### config.mk
export PLATFORM = sky130hd
export DESIGN_NAME = fifo_stream_drain
export DESIGN_NICKNAME = d
export VERILOG_FILES = /design/src/rtl/fifo_stream_drain.sv
export SDC_FILE = /design/constraint.sdc
export NUM_CORES = 1
export LEC_CHECK = 0
export ABC_AREA = 0
export BUFFER_PORTS_ARGS = -buffer_cell sky130_fd_sc_hd__buf_2
export CAP_MARGIN = 40
export CORE_MARGIN = 2
export CORE_UTILIZATION = 50
export DETAILED_ROUTE_END_ITERATION = 8
export PLACE_DENSITY = 0.71
export SYNTH_ARGS = -nofsm -noshare
export SYNTH_HDL_FRONTEND = slang
export SYNTH_SLANG_ARGS = --single-unit
### constraint.sdc
create_clock -name clk -period 2.5 [get_ports clk]
set_input_delay 0.25 -clock clk [delete_from_list [all_inputs] [get_ports clk]]
set_output_delay 0.25 -clock clk [all_outputs]
set_load 0.02 [all_outputs]
### src/rtl/fifo_stream_drain.sv
// Drain stage for the synchronous FIFO: absorbs its one-cycle read latency,
// re-presents words on a valid/ready stream through a 2-entry skid buffer, and frames packets.
module fifo_stream_drain #(
    parameter int WIDTH   = 8,
    parameter int PKT_LEN = 4
) (
    input  logic             clk,
    input  logic             rst,
    input  logic             fifo_empty,
    input  logic             fifo_rd_blocked,
    input  logic [WIDTH-1:0] fifo_data,
    output logic             fifo_r_en,
    output logic             m_valid,
    input  logic             m_ready,
    output logic [WIDTH-1:0] m_data,
    output logic             m_last,
    output logic [15:0]      pkt_count
);

    localparam int IDX_W = (PKT_LEN > 1) ? $clog2(PKT_LEN) : 1;
    localparam logic [IDX_W-1:0] LAST_IDX = IDX_W'(PKT_LEN - 1);

    logic             r_infl;
    logic             r_head;
    logic             r_tail;
    logic [1:0]       r_occ;
    logic [WIDTH-1:0] r_mem [2];
    logic [IDX_W-1:0] r_idx;
    logic [15:0]      r_pkt_count;

    logic             w_pop;
    logic             w_push;
    logic             w_acc;
    logic [2:0]       w_level;

    assign m_valid   = (r_occ != 2'd0);
    assign m_data    = r_mem[r_head];
    assign m_last    = m_valid && (r_idx == LAST_IDX);
    assign pkt_count = r_pkt_count;

    assign w_pop  = m_valid && m_ready;
    assign w_push = r_infl;

    // Slots committed after this edge: the ready->r_en path lets a pop free a slot in the same cycle.
    assign w_level   = {1'b0, r_occ} + {2'b00, r_infl} - {2'b00, w_pop};
    assign fifo_r_en = !rst && !fifo_empty && (w_level < 3'd2);
    assign w_acc     = fifo_r_en && !fifo_rd_blocked;

    genvar gi;
    generate
        for (gi = 0; gi < 2; gi++) begin : g_entry
            always_ff @(posedge clk or posedge rst) begin
                if (rst) begin
                    r_mem[gi] <= '0;
                end else if (w_push && (r_tail == 1'(gi))) begin
                    r_mem[gi] <= fifo_data;
                end
            end
        end
    endgenerate

    always_ff @(posedge clk or posedge rst) begin
        if (rst) begin
            r_infl      <= 1'b0;
            r_head      <= 1'b0;
            r_tail      <= 1'b0;
            r_occ       <= 2'd0;
            r_idx       <= '0;
            r_pkt_count <= 16'd0;
        end else begin
            r_infl <= w_acc;
            r_occ  <= r_occ + {1'b0, w_push} - {1'b0, w_pop};
            if (w_push) begin
                r_tail <= ~r_tail;
            end
            if (w_pop) begin
                r_head <= ~r_head;
                r_idx  <= (r_idx == LAST_IDX) ? '0 : r_idx + 1'b1;
                if (m_last) begin
                    r_pkt_count <= r_pkt_count + 16'd1;
                end
            end
        end
    end

    // A push can only land while a slot is free; a full buffer here means the read gating is broken.
    a_no_overflow: assert property (@(posedge clk) disable iff (rst) w_push |-> (r_occ != 2'd2));

endmodule
Yosys cells after proc, flatten, opt, wreduce, memory -nomap -nowiden

Index checks and enable logic that the tools add are counted.

Word-level logic and storage cells: 36
Register bits: 39

$add $sub $neg: 6
Multiplexer cells: 4
Equal/unequal tests: 1
Reductions and logical operators: 12
Bitwise logic cells: 3
Magnitude comparators: 2

Operator list:

| cell                                                                  | number |
|---|---|
| 8-bit two-way mux                                                     | 3 |
| 16-bit by 1-bit adder with 16-bit output (second input constant)      | 1 |
| 1-bit logical AND                                                     | 7 |
| 2-bit by 1-bit adder with 3-bit output                                | 1 |
| 1-bit logical NOT                                                     | 3 |
| 3-bit by 2-bit < comparator with 1-bit output (second input constant) | 1 |
| 3-bit by 1-bit subtractor with 3-bit output                           | 1 |
| 2-bit by 1-bit adder with 2-bit output                                | 1 |
| 2-bit by 1-bit adder with 2-bit output (second input constant)        | 1 |
| 2-bit == test (second input constant)                                 | 1 |
| 2-bit >= comparator (second input constant)                           | 1 |
| 2-bit two-way mux                                                     | 1 |
| 1-bit NOT                                                             | 2 |
| 1-bit NOT with 2-bit output                                           | 1 |
| 2-bit AND reduction                                                   | 1 |
| 2-bit nonzero test                                                    | 1 |
| 2-bit by 1-bit subtractor with 2-bit output                           | 1 |

Longest topological paths before layout

Gate-level depths: netlist (run 1).

Word-level depth: 6
Depth in mapped cells: 10
Gate-level depth less buffers: 10

Worst setup path after synthesis (run 1)

Ideal clock, no wire load.

Kind: register -> register
From: reg r_occ[1]
To: reg r_infl
Buffers on the path: 0
Setup slack: -0.454 ns
Clock period less this slack: 2.954 ns
Arrival: 2.879 ns
Cell stages (with the launch flop): 10
Cells stage by stage: dfrtp_1 or2_2 nand2_1 inv_1 ha_1 inv_1 ha_1 fa_1 nor4_1 nor2b_1

Longest elaborated chain between the ends: 6
Elaborated cells on any way between the ends: 7
Those cells by class: add/sub (2); order compare (1); reduce/logical (4)

Ends and longest elaborated chain:

| what                                          | line | text |
|---|---|---|
| from (decl)                                   | 26   | `logic [1:0] r_occ;` |
| from (signal assigned)                        | 72   | `r_occ <= r_occ + {1'b0, w_push} - {1'b0, w_pop};` |
| 2-bit nonzero test                            | 36   | `assign m_valid = (r_occ != 2'd0);` |
| via m_valid                                   | 13   | `output logic m_valid,` |
| 1-bit logical AND                             | 41   | `assign w_pop = m_valid && m_ready;` |
| via w_pop                                     | 31   | `logic w_pop;` |
| 3-bit by 1-bit subtractor with 3-bit output   | 45   | `assign w_level = {1'b0, r_occ} + {2'b00, r_infl} - {2'b00, w_pop};` |
| via w_level[1]                                | 34   | `logic [2:0] w_level;` |
| 3-bit by 2-bit < comparator with 1-bit output | 46   | `assign fifo_r_en = !rst && !fifo_empty && (w_level < 3'd2);` |
| 1-bit logical AND                             | 46   |  |
| via fifo_r_en                                 | 12   | `output logic fifo_r_en,` |
| 1-bit logical AND                             | 47   | `assign w_acc = fifo_r_en && !fifo_rd_blocked;` |
| via w_acc                                     | 33   | `logic w_acc;` |
| to (signal assigned)                          | 71   | `r_infl <= w_acc;` |
| to (decl)                                     | 23   | `logic r_infl;` |

The timed path passes the listed nets, and every way through them passes these cells.
A chain may end at the register's enable or synchronous reset.

Worst setup path after layout (run 1)

From: reg r_occ[1]
To: out fifo_r_en

Longest elaborated chain between the ends: 5
Elaborated cells on any way between the ends: 6
Those cells by class: add/sub (2); order compare (1); reduce/logical (3)

Ends and longest elaborated chain:

| what                                          | line |
|---|---|
| 2-bit nonzero test                            | 36 |
| 1-bit logical AND                             | 41 |
| via w_pop                                     | 31 |
| 3-bit by 1-bit subtractor with 3-bit output   | 45 |
| via w_level[1]                                | 34 |
| 3-bit by 2-bit < comparator with 1-bit output | 46 |
| 1-bit logical AND                             | 46 |
| to (decl)                                     | 12 |

The timed path passes the listed nets, and every way through them passes these cells.

==> metrics.md, run 1 <==
| Metric | Value |
|---|---|
| Status | complete, but fails checks |
| Failing checks | setup timing |
| Minimum clock period | 2.76 ns |
| Die Wd | 63.3 um |
| Mapped Avg Cell Area | 13.5 um2 |
| First-pass GRT wire length | 5320 um |
| Clk Latency, worst-skew pair | 0.35 ns |
| Vias in the first global route | 1,169 |
| Final Skew | 0.00781 ns |
| I/O pins | 40 |
| Die Ht | 63.3 um |
| Fin nets | 199 |
| Worst-Margin Slew | 0.684 ns |
| Bufs on Longest Clock Path | 2 |
| All-Layer GR Usage | 17.2% |
| Initial core utilization | 52.3% |
| Main combinational cell family by area after synthesis | multiplexers |
| Worst Path Max Fanout | 2 |
| P_leak | 1.10 nW |
| Post-route core utilization | 65.4% |
| Main area contributors after synthesis | dfrtp_1 55%, mux2_2 16%, xnor2_1 7.5%, ha_1 2.8%, nand2_1 2.1% |
| Total CTS buffers | 5 |
| Post-synth cell types | 24 |
| Initial detailed-routing violation count | 35 |
| Hpwl dp | 2300 um |
| Clock Tree Root | clkbuf_4 |
| Sequential cell area fraction in the yosys report | 55.4% |
| Pin count of the biggest net entering global routing | 40 |
| Final Non-Filler Cells | 228 |
| Share of layout cells above drive strength 1 | 50.0% |
| DR DRC count | 0 |
| Top cell type's share of synthesized area | 55.4% |
| CTS tree | built |
| Mapped Area | 1760 um2 |
| GPL Wtd Cong | 0.792 |
| Synth Area in Adders | 3.98% |
| Main synth FF type | dfrtp_1 |
| Via count | 1,139 |
| Diodes inserted | 0 |
| Pre-CTS setup slack | -0.0101 ns |
| Asr flop ratio synth | 100% |
| Pins Over Slew Limit | 0 |
| Unrepaired setup endpoints after global routing | true |
| Critical path required time | 2.25 ns |
| DR vias/cell | 5.00 |
| Total gr overflow | 0 |
| Simple-gate area share of the yosys netlist | 11.4% |
| Clock-pin transition on the worst setup and hold timing paths | 0.12 ns |
| Cell count after placement | 217 |
| CP Capture Type | output pin |
| Synthesized instance count | 130 |
| XOR/XNOR Fraction of Synth Area | 8.96% |
| Crit share post-route | 110% |
| Number of synthesized register bits | 39 |
| Average routed wire per standard cell | 13.6 um |
| HP Class | primary input to async pin |
| Final worst-path setup slack | -0.257 ns |
| WS Path Type | flip-flop to output pin |
| H-tree depth | 2 |
| Final Hold Viols | 0 |
| Drt total wl | 3090 um |
| CP startpoint kind | flip-flop |
| Achievable frequency | 363 MHz |
| Clk sinks | 39 |
| Die ar. | 4010 um2 |
| Slew margin rel. | 54.3% |
| Worst vdd ir | 0.695 mV |
| Hold buffers post-CTS | 0 |
| Final setup viols | 1 |
| DRT Pass-1 Iters | 4 |
| YS warnings | 0 |
| Post-synth EDFFs | 0 |
| Antenna Nets Post-Route | 0 |
| Post-synthesis mux area share | 16.0% |
| Pwr/cell area | 1130 nW/um2 |
| Max-cap violations | 0 |
| Initial antenna violation count | 0 |
| Syn Nets | 148 |
| Area delta synth->final | 25.0% |
| Leading area contributor after synthesis | dfrtp_1 |
| PortBufs | 39 |
| Compound-Gate Fraction of Synth Area | 2.20% |
| Core area | 3360 um2 |
| Worst EP arrival | 2.51 ns |
| Rows | 21 |
per-layer routing:
layer  part of all wire [%]  vias up  track usage [%]
met2                     52       25             29.2
met1                     41      557             20.3
met5                      0        -                0
met3                    5.1        5             5.54
li1                       -      552                -
met4                    1.7        0             6.52
synth_stat cells (2+ instances only):
library cell  number
and4_1             2
dfrtp_1           39
ha_1               4
inv_1              7
mux2_2            25
nand2_1           10
nand3_1            3
nand4_1            6
nor2b_1            2
nor3_4             2
xnor2_1           15
xor2_1             3
logic make-up after synthesis:
logic type / count (synthesis)
AO/OA/AOI/OAI: 3
flip-flops: 39
buffers and inverters: 9
XOR/XNOR: 18
AND/OR/NAND/NOR: 31
adder cells (fa/ha/maj): 5
multiplexers: 25
worst max-delay path, cell delays in order (launching register included):
cell,delay [ns]
dfrtp_1,0.41
or2_4,0.28
nand2_4,0.09
inv_4,0.04
ha_4,0.25
inv_2,0.04
ha_4,0.15
fa_2,0.45
nor4_4,0.28
buf_4,0.18
metrics by stage:
stage               cell area (um2)  TNS [ns]  power, W  hold WS, ns
floorplan                      1790         0   0.00170        0.316
global placement               2060         0   0.00194        0.401
detailed placement             2060   -0.0101   0.00201        0.403
CTS                            2200    -0.287   0.00253       0.0154
global route                   2200    -0.348   0.00266       0.0211
finish                         2200    -0.257   0.00250       0.0233
power breakdown:
part | switching [W] | internal [W]
Combinational | 0.000534 | 0.000517
Clock | 0.000203 | 0.000236
Sequential | 0.000166 | 0.000840
Total | 0.000903 | 0.00159
area by class of cell:
class	instances	area, um2
Clock buffer	6	51.3
Clock inverter	2	35.0
Fill cell	288	1160
Inverter	7	28.8
Multi-Input combinational cell	82	802
Sequential cell	39	976
Tap cell	46	57.6
Timing Repair Buffer	46	250
path summary, 6_finish.rpt:
kind | startpoint | end | slack (ns) | cells past startpoint
max | r_occ[1] | fifo_r_en | -0.26 | 9
min | rst | r_mem[12] | 0.02 | 3
max reg2reg | r_occ[1] | r_infl | 0.32 | 9
min reg2reg | pkt_count[15] | pkt_count[15] | 0.47 | 1
max in group asynchronous | rst | pkt_count[12] | 2.14 | 3
min in group clk | fifo_rd_blocked | r_infl | 0.03 | 2
registers in the layout, summed over array words and instances (netlist names):
| register | cells |
|---|---|
| r_mem | 16 |
| pkt_count | 16 |
| r_tail | 1 |
| r_idx | 2 |
| r_occ | 2 |
| r_infl | 1 |
| r_head | 1 |
cell usage in the layout (no fill, tap or decap), types with 2 or more instances in the layout:
cell       n
nand2_1    9
mux2_2    25
clkbuf_4   5
xor2_1     3
nor2b_1    2
inv_1      5
nand4_1    6
buf_4      8
and4_1     2
dfrtp_1   39
nand3_1    3
buf_2     38
ha_4       2
ha_1       2
nor3_4     2
xnor2_1   15
repair_timing:
item | CTS | global route
cloned | 0 | 0
resized for setup | 7 | 0
pin swaps | 5 | 0
setup buffers | 3 | 0
setup endpoints to repair | 1 | 1
No activity file was read; power rests on OpenSTA's default activity.
==> run 2, diff against run 1 <==
ABC_AREA = 1   (was 0)
MAX_ROUTING_LAYER = met4   (was unset)
PLACE_DENSITY = 0.7   (was 0.71)
==> metrics.md, run 2 <==
| Metric | Value |
|---|---|
| Unrepaired setup endpoints after global routing | true |
| GPL Wtd Cong | 0.759 (-4.2%) |
| Bufs on Longest Clock Path | 2 (unchanged) |
| P_leak | 1.32 nW (+20%) |
| DRT Pass-1 Iters | 4 (unchanged) |
| Area delta synth->final | 23.7% |
| Crit share post-route | 99.2% (-11 points) |
| Sw frac | 39.1% (+2.9 points) |
| Most common cell after layout, fill and taps aside | nand2_1 |
| Vias in the first global route | 1,546 (+32%) |
| Internal power | 0.00172 W (+8.1%) |
| Synthesized instance count | 238 (+83%) |
| Worst reg2reg path startpoint | r_occ[1] |
| Sequential Power Share | 36.2% (-4.1 points) |
| Sequential cell area fraction in the yosys report | 49.6% (-5.9 points) |
| Initial detailed-routing violation count | 91 (+160%) |
| Total gr overflow | 0 (unchanged) |
| Simple-gate area share of the yosys netlist | 31.6% (+20 points) |
| Post-synth EDFFs | 0 (unchanged) |
| NetSw | 0.00110 W (+22%) |
| Post-synthesis mux area share | 0% (-16 points) |
| Share of layout cells above drive strength 1 | 26.2% (-24 points) |
| Drt total wl | 3780 um (+22%) |
| Asr flop ratio synth | 100% (unchanged) |
| R2r worst-path depth | 8 (-1) |
| Final worst-path setup slack | 0.0205 ns (+0.278 ns) |
| Clock Power Share | 22.2% (+4.6 points) |
| Initial core utilization | 53.0% (+0.62 points) |
| YS warnings | 0 (unchanged) |
| Slew margin rel. | 63.1% (+8.8 points) |
| Rows | 22 (+4.8%) |
| Pwr/cell area | 1160 nW/um2 (+2.4%) |
| CP Capture Type | output pin |
| Mapped Avg Cell Area | 8.27 um2 (-39%) |
| Mapped Area | 1970 um2 (+12%) |
| Via count | 1,621 (+42%) |
| CTS tree | built |
| Status | completed |
| Final Hold Viols | 0 (unchanged) |
| Main combinational cell family by area after synthesis | simple AND/OR/NAND/NOR gates |
| Average routed wire per standard cell | 11.2 um (-18%) |
| Clock Tree Root | clkbuf_8 |
| Initial antenna violation count | 0 (unchanged) |
| Worst vdd ir | 0.729 mV (+4.9%) |
| Total CTS buffers | 5 (unchanged) |
| Pin count of the biggest net entering global routing | 40 (unchanged) |
| Main area contributors after synthesis | dfrtp_1 50%, nand2_1 18%, inv_1 5.1%, xor2_1 3.1%, ha_1 2.5% |
| Commonest cells after routing, fill and taps aside | 96 x nand2_1, 39 x dfrtp_1, 38 x buf_2, 27 x inv_1 |
| Crit-path cells | nor2_4, nor2_4, ha_1, inv_1, ha_2, fa_2, xnor2_2, nor3_2, buf_4 |
| Leading area contributor after synthesis | dfrtp_1 |
| Fin nets | 307 (+54%) |
| Final TNS setup | 0 ns (+0.257 ns) |
| Worst reg-to-reg setup slack | 0.30 ns (-0.02 ns) |
| Antenna Nets Post-Route | 0 (unchanged) |
| CP top delay family | adder cells |
| CP peak stage delay | 0.42 ns (-0.03 ns) |
| All-Layer GR Usage | 20.9% (+3.7 points) |
| Top cell type's share of synthesized area | 49.6% (-5.9 points) |
| Worst EP arrival | 2.23 ns (-0.28 ns) |
| WS Path Type | flip-flop to output pin |
| Reg2reg end | r_infl |
| DR DRC count | 0 (unchanged) |
| Diodes inserted | 0 (unchanged) |
| Hold buffers post-CTS | 0 (unchanged) |
| CP max stage cell | dfrtp_1 |
| XOR/XNOR Fraction of Synth Area | 3.56% (-5.4 points) |
| Final setup viols | 0 (-1) |
| Die Ht | 66.7 um (+5.4%) |
| Compound-Gate Fraction of Synth Area | 4.70% (+2.5 points) |
| Synth Area in Adders | 3.56% (-0.42 points) |
| Number of synthesized register bits | 39 (unchanged) |
| Most frequent cell after synthesis | nand2_1 |
| I/O pins | 40 (unchanged) |
| Post-synth cell types | 30 (+25%) |
| DR vias/cell | 4.80 (-4.0%) |
| Fillers | 339 (+18%) |
| Final Skew | 0.00217 ns (-0.00564 ns) |
| Clk Latency, worst-skew pair | 0.30 ns (-0.05 ns) |
| Critical path required time | 2.25 ns (about the same) |
| Die ar. | 4450 um2 (+11%) |
| Hpwl dp | 2530 um (+9.9%) |
| Worst Path Max Fanout | 6 (+4) |
| Minimum clock period | 2.48 ns (-0.278 ns) |
| First-pass GRT wire length | 6700 um (+26%) |
| H-tree depth | 2 (unchanged) |
| Achievable frequency | 403 MHz (+11%) |
| Comb power frac | 41.6% (-0.5 points) |
| Clock-pin transition on the worst setup and hold timing paths | 0.08 ns (-0.04 ns) |
| Max-cap violations | 0 (unchanged) |
| Worst-Margin Slew | 0.553 ns (-0.131 ns) |
| Top cell by count, worst path | nor2_4 |
| Pins Over Slew Limit | 0 (unchanged) |
| CP startpoint kind | flip-flop |
| Post-synth top cells | 96 x nand2_1, 39 x dfrtp_1, 27 x inv_1 |
| Core area | 3720 um2 (+10%) |
| Die Wd | 66.7 um (+5.4%) |
| HP Class | primary input to async pin |
| Buf/Inv on CP | 2 (-1) |
| Syn Nets | 256 (+73%) |
| Clk sinks | 39 (unchanged) |
| Pre-CTS setup slack | 0.148 ns (+0.159 ns) |
| PortBufs | 39 (unchanged) |
| Main synth FF type | dfrtp_1 |
[run 2: changes by cell type after synthesis, sizes merged, moves of 14 or more]
cell,delta
xnor2,-14
mux2,-25
nand2,+89
inv,+22
nor2,+17
o21ai,+17
[run 2: per-layer routing]
metal	vias up	track usage, %	wire length [um]
li1	833	-	-
met4	0	11.5	96
met2	36	33.0	1760
met1	742	25.1	1760
met5	-	-	0
met3	10	4.56	157
[run 2: cells by family (layout without fill, tap and decap cells)]
logic type | after synthesis | after routing
and+or+nand+nor | 134 | 134
adders and majority gates | 5 | 5
DFF | 39 | 39
AOI/OAI and AO/OA | 18 | 18
xor gates and xnor gates | 8 | 8
buffers and inverters | 34 | 86
[run 2: repair_timing]
item,in CTS,in global routing
endpoints found under the setup margin,1,1
gates cloned,0,0
pin swaps,3,1
buffers inserted,6,1
gates resized for setup,7,1
[run 2: how the worst max path moves through the flow]
| stage | from | end | slack, ns | depth (start not counted) |
|---|---|---|---|---|
| after CTS | r_occ[0] | fifo_r_en | 0.003 | 8 |
| after global routing | r_occ[1] | fifo_r_en | -0.08 | 9 |
| final | r_occ[1] | fifo_r_en | 0.02 | 9 |
| after detailed placement | r_occ[1] | fifo_r_en | 0.15 | 8 |
| after floorplan | r_occ[1] | fifo_r_en | 0.01 | 7 |
| after global placement | r_occ[1] | fifo_r_en | 0.25 | 8 |
[run 2: cell type report]
type,count,area [um2],area share [%]
inverters,30,113,4.62
clock inverters,3,67.6,2.77
clock buffers,5,68.8,2.83
flip-flops and latches,39,976,40.1
multi-input cells,165,885,36.3
repair buffers,48,265,10.9
well taps,48,60.1,2.47
[run 2: worst register-to-register path: stages (launching register included)]
cell,delay [ns]
dfrtp_1,0.42
nor2_4,0.15
nor2_4,0.06
ha_1,0.28
inv_1,0.06
ha_2,0.17
fa_2,0.46
buf_4,0.16
nor4_1,0.34
[run 2: power by group through the flow]
stage / sequential, W / combinational [W] / clock (W)
detailed placement: 0.00103 / 0.00103 / 0
finish: 0.00102 / 0.00118 / 0.000627
global route: 0.00106 / 0.00132 / 0.000668
CTS: 0.00102 / 0.00116 / 0.000644
floorplan: 0.00102 / 0.000732 / 0
global placement: 0.00102 / 0.000998 / 0
[run 2: stage by stage]
step / hold slack (ns) / cells / total power, W / area, um2 / util [%]
after floorplan: 0.322 / 238 / 0.00175 / 1970 / -
after CTS: 0.0770 / 337 / 0.00282 / 2420 / 65.2
after detailed placement: 0.402 / 323 / 0.00206 / 2210 / 59.6
after global routing: 0.116 / 338 / 0.00304 / 2430 / 65.5
final: 0.0669 / 338 / 0.00283 / 2430 / 65.5
after global placement: 0.405 / 323 / 0.00202 / 2210 / 59.6
